[src/rtl/serial_adder.sv]
// Bit-serial adder: one full-adder cell plus a registered carry computes
// {cout,sum} = a + b + cin one bit per clock.
// Latency: done pulses WIDTH edges after the edge that accepts start.
// Backpressure: start is honoured only in IDLE. A request in RUN or DONE is dropped, not queued.
// Ports:
//   clk, rst         clock, asynchronous active-high reset
//   start, a, b, cin request and operands, captured on the accepting edge
//   busy, done       busy is high while bits are processed; done is a 1-cycle result pulse
//   sum, cout        registered result, updated only when done rises
module serial_adder #(
    parameter int WIDTH = 8
) (
    input  logic             clk,
    input  logic             rst,
    input  logic             start,
    input  logic [WIDTH-1:0] a,
    input  logic [WIDTH-1:0] b,
    input  logic             cin,
    output logic             busy,
    output logic             done,
    output logic [WIDTH-1:0] sum,
    output logic             cout
);

    localparam int CW = $clog2(WIDTH);
    localparam logic [CW-1:0] LAST_BIT = CW'(WIDTH - 1);

    typedef enum logic [1:0] {
        S_IDLE,
        S_RUN,
        S_DONE
    } state_t;

    state_t state, state_nxt;

    logic [WIDTH-1:0] op_a;
    logic [WIDTH-1:0] op_b;
    logic [WIDTH-1:0] psum;
    logic             carry;
    logic [CW-1:0]    cnt;

    logic bit_sum;
    logic bit_carry;
    logic last_bit;
    logic accept;

    // Single full-adder cell working on the LSBs of the operand shifters.
    assign bit_sum   = op_a[0] ^ op_b[0] ^ carry;
    assign bit_carry = (op_a[0] & op_b[0]) | (op_b[0] & carry) | (carry & op_a[0]);
    assign last_bit  = (cnt == LAST_BIT);

    always_ff @(posedge clk or posedge rst) begin
        if (rst) begin
            state <= S_IDLE;
        end else begin
            state <= state_nxt;
        end
    end

    always_comb begin
        state_nxt = state;
        busy      = 1'b0;
        done      = 1'b0;
        accept    = 1'b0;
        case (state)
            S_IDLE: begin
                if (start) begin
                    accept    = 1'b1;
                    state_nxt = S_RUN;
                end
            end
            S_RUN: begin
                busy = 1'b1;
                if (last_bit) begin
                    state_nxt = S_DONE;
                end
            end
            S_DONE: begin
                done      = 1'b1;
                state_nxt = S_IDLE;
            end
            default: begin
                state_nxt = S_IDLE;
            end
        endcase
    end

    always_ff @(posedge clk or posedge rst) begin
        if (rst) begin
            op_a  <= '0;
            op_b  <= '0;
            psum  <= '0;
            carry <= 1'b0;
            cnt   <= '0;
            sum   <= '0;
            cout  <= 1'b0;
        end else if (accept) begin
            op_a  <= a;
            op_b  <= b;
            carry <= cin;
            psum  <= '0;
            cnt   <= '0;
        end else if (state == S_RUN) begin
            op_a  <= op_a >> 1;
            op_b  <= op_b >> 1;
            // Sum bits enter at the MSB; after WIDTH shifts bit 0 lands at the LSB.
            psum  <= {bit_sum, psum[WIDTH-1:1]};
            carry <= bit_carry;
            // Hold the counter on the final bit so it never wraps within an operation.
            if (!last_bit) begin
                cnt <= cnt + 1'b1;
            end
            if (last_bit) begin
                sum  <= {bit_sum, psum[WIDTH-1:1]};
                cout <= bit_carry;
            end
        end
    end

endmodule

[config.mk]
export PLATFORM = sky130hd
export DESIGN_NAME = serial_adder
export DESIGN_NICKNAME = d
export VERILOG_FILES = /design/src/rtl/serial_adder.sv
export SDC_FILE = /design/constraint.sdc
export NUM_CORES = 1
export LEC_CHECK = 0
export CAP_MARGIN = 25
export CORE_MARGIN = 3
export CORE_UTILIZATION = 46
export DETAILED_ROUTE_END_ITERATION = 10
export PLACE_DENSITY = 0.83
export SLEW_MARGIN = 15
export SYNTH_ARGS = -nofsm -noshare
export SYNTH_HDL_FRONTEND = slang
export SYNTH_SLANG_ARGS = --single-unit
export TNS_END_PERCENT = 10
[constraint.sdc]
create_clock -name clk -period 1.31 [get_ports clk]
set_input_delay 0.262 -clock clk [delete_from_list [all_inputs] [get_ports clk]]
set_output_delay 0.262 -clock clk [all_outputs]
set_load 0.02 [all_outputs]
==> results of run 1 <==
## power by group
part	leakage (nW)	switching (mW)	internal, mW
Combinational	0.516	1.15	1.21
Clock	0.0472	0.423	0.423
Sequential	0.466	0.367	1.70
## what timing repair did
action                     CTS  global route
pin swaps                    0             2
resized for setup           21            13
setup endpoints to repair   24            32
cloned                       0             2
## worst paths after layout
path                                       end                start  slack (ps)
max                         sum[2]$_DFFE_PP0P_   cnt[0]$_DFFE_PP0P_         -30
min                        psum[5]$_DFFE_PP0P_                  rst         330
max reg2reg                 sum[2]$_DFFE_PP0P_   cnt[0]$_DFFE_PP0P_         -30
min reg2reg                op_b[7]$_DFFE_PP0P_  op_b[7]$_DFFE_PP0P_         510
max in group asynchronous  op_a[7]$_DFFE_PP0P_                  rst         800
min in group clk           op_b[7]$_DFFE_PP0P_  op_b[7]$_DFFE_PP0P_         510
## stage by stage
stage / setup TNS (ps) / instances
3_5_place_dp: -3753 / 227
4_1_cts: -209.8 / 235
6_report: -174.9 / 237
2_1_floorplan: -478.5 / 147
5_1_grt: -1144 / 237
3_3_place_gp: -2851 / 227
## critical path, delay by kind of cell, from the launching register on
| kind | cells | cell delay, ps |
|---|---|---|
| adder cells (fa/ha/maj) | 2 | 420 |
| flip-flops | 1 | 390 |
| multiplexers | 1 | 310 |
| AND/OR/NAND/NOR | 1 | 110 |
## cell usage in the layout, fill, tap and decap left out, types with 3 or more instances in the layout
master | Yosys | layout
a21oi_1 | 5 | 5
a22o_1 | 9 | 9
buf_4 | 1 | 10
buf_6 | 4 | 3
clkbuf_8 | 0 | 6
clkdlybuf4s50_1 | 0 | 19
dfrtp_1 | 38 | 38
dlygate4sd2_1 | 0 | 7
inv_1 | 3 | 3
mux2_4 | 7 | 9
nor2_1 | 16 | 14
nor3_1 | 36 | 33
nor3_2 | 1 | 4
o22ai_1 | 4 | 4
o2bb2ai_1 | 3 | 3
## flip-flops by register name, indices dropped and copies added (netlist names)
name   cells
op_a       8
psum       7
op_b       8
sum        8
state      2
cnt        3
cout       1
carry      1
## cells by family after synthesis
kind of cell / share of synthesized area (%)
AO/OA/AOI/OAI: 11.65
adder cells (fa/ha/maj): 2.622
buffers and inverters: 5.535
flip-flops: 55.35
multiplexers: 7.429
AND/OR/NAND/NOR: 17.41
## layout make-up
cell class                 count  share of cell area (%)
clock buffer                   6                   3.607
inverter                       5                   1.148
clock inverter                 2                  0.5464
timing repair buffer          43                   18.14
multi-input combinational     97                   32.51
sequential                    38                   41.53
tap                           46                   2.514
## layer usage
layer	global-route usage, %	share of wire (%)
met1	21.14	45
met2	29.57	48
met3	6.745	5.7
met4	5.823	1.3
met5	0	0
==> metrics.md, run 1 <==
| Metric | Value |
|---|---|
| Vias in the first global route | 1311 |
| Final setup fails | 11 |
| FF+latch count, synth | 38 |
| Total grt overflow | 0 |
| Pre-antenna DRT Iters | 4 |
| Synth warnings | 0 |
| Failing checks | setup timing |
| Synth top area cells | dfrtp_1 55%, nor3_1 10%, mux2_4 6.1% |
| Fin area | 2290 sq um |
| Synth top area share | 55.35% |
| Clk buf depth | 2 |
| CTS root buf | clkbuf_8 |
| Final hold violation count | 0 |
| Placed Area | 2137 sq um |
| Status | complete, but fails checks |
| WL per Instance | 15.13 um |
| Maximum vdd drop | 914.9 uV |
| Syn_area_per_cell | 11.69 sq um |
| RSZ-0062 raised after global routing | yes |
| Max Fclk | 744.2 MHz |
| Cells after Synth | 147 |
| Fillers | 288 |
| FP Rows | 21 |
| Die Height | 67.11 um |
| Iter 0 DRT Violations | 79 |
| Post-Route Utilization | 66.02% |
| Tot GR Track Use | 17.79% |
| Overall power | 5.272 mW |
| First-pass GRT wire length | 5913 um |
| Max Slew Vio Count | 0 |
| Vias per inst | 5.565 |
| Die X | 67.11 um |
| WP data arrival | 1520 ps |
| Total clock sinks | 38 |
| Die Footprint | 4504 sq um |
| Crit-path cells | ha_2, ha_4, nand2_8, mux2_4 |
| Multi-input logic area | 744.5 sq um |
| Netlist Area Pre-Place | 1718 sq um |
| Clock skew | 2.219 ps |
| Sequential-to-total area share from yosys stat | 55.35% |
| Period minus WS final | 1344 ps |
| Leak | 1.029 nW |
| Crit end category | register |
| N_diodes | 0 |
| Overall routed net length | 3585 um |
| Seq. cell area | 950.9 sq um |
| Post-route ant nets | 0 |
| Largest net degree at the start of global routing | 39 |
| Type of origin of the critical path | register |
| Final HPWL DP | 2477 um |
| Depth of the CTS H-tree | 2 |
| CTS tree | yes |
| Initial antenna violation count | 0 |
| # IOs | 31 |
| Ys async rst share | 100.0% |
| Fin crit share | 102.6% |
| Main synth FF type | dfrtp_1 |
| Hold_ws | 327.9 ps |
| FF-to-FF path depth | 4 |
| Critical path start-end classification | register to register |
| CORE AREA | 3468 sq um |
| Gpl congestion | 0.7943 |
| Synthesis-to-finish area growth | 33.28% |
| Leading area contributor after synthesis | dfrtp_1 |
| DRC Markers | 0 |
| Post-synthesis cell type count | 27 |
| CP max-delay cell | dfrtp_1 |
| Clock Latency Late Sink | 290 ps |
| Min-Delay Path Class | input port to async pin |
| Slew HR | 85.51% |
| Required @ worst endpoint | 1490 ps |
| Setup bufs post-CTS | 0 |
| Vias | 1319 |
| Worst path max stage delay | 390 ps |
| NumNets Final | 213 |
| Layout cells sized above 1 | 25.13% |
| Final Worst Setup Slack | -33.66 ps |
| PortBufs | 30 |
| Max_cap viols | 0 |
| Power per cell area | 2302 nW/um^2 |
| Mapped Nets | 170 |
| Starting Density | 49.53% |
| Hold_buf cts | 0 |
| CTS Buf Count | 5 |
| Synth top cells by count | 38 x dfrtp_1, 36 x nor3_1, 16 x nor2_1, 9 x a22o_1, 7 x mux2_4 |
| Setup Slack @ Placement | -188.7 ps |
| Clock-pin slew on the worst setup and hold paths | 70 ps |
| Number of synthesized flops with an enable pin | 0 |
| Most frequent cell after synthesis | dfrtp_1 |
| Crit-path max FO | 8 |
| Worst slew pin tran | 217.3 ps |
Note: power is estimated with default switching activity, not from simulation.
==> run 2: changes to the inputs <==
--- a/config.mk
+++ b/config.mk
@@ -5,7 +5,7 @@
 export SDC_FILE = /design/constraint.sdc
 export NUM_CORES = 1
 export LEC_CHECK = 0
-export CAP_MARGIN = 25
+export CAP_MARGIN = 5
 export CORE_MARGIN = 3
 export CORE_UTILIZATION = 46
 export DETAILED_ROUTE_END_ITERATION = 10
==> results of run 2 <==
No change in the layout: final DEF, timing and power equal those of run 1.
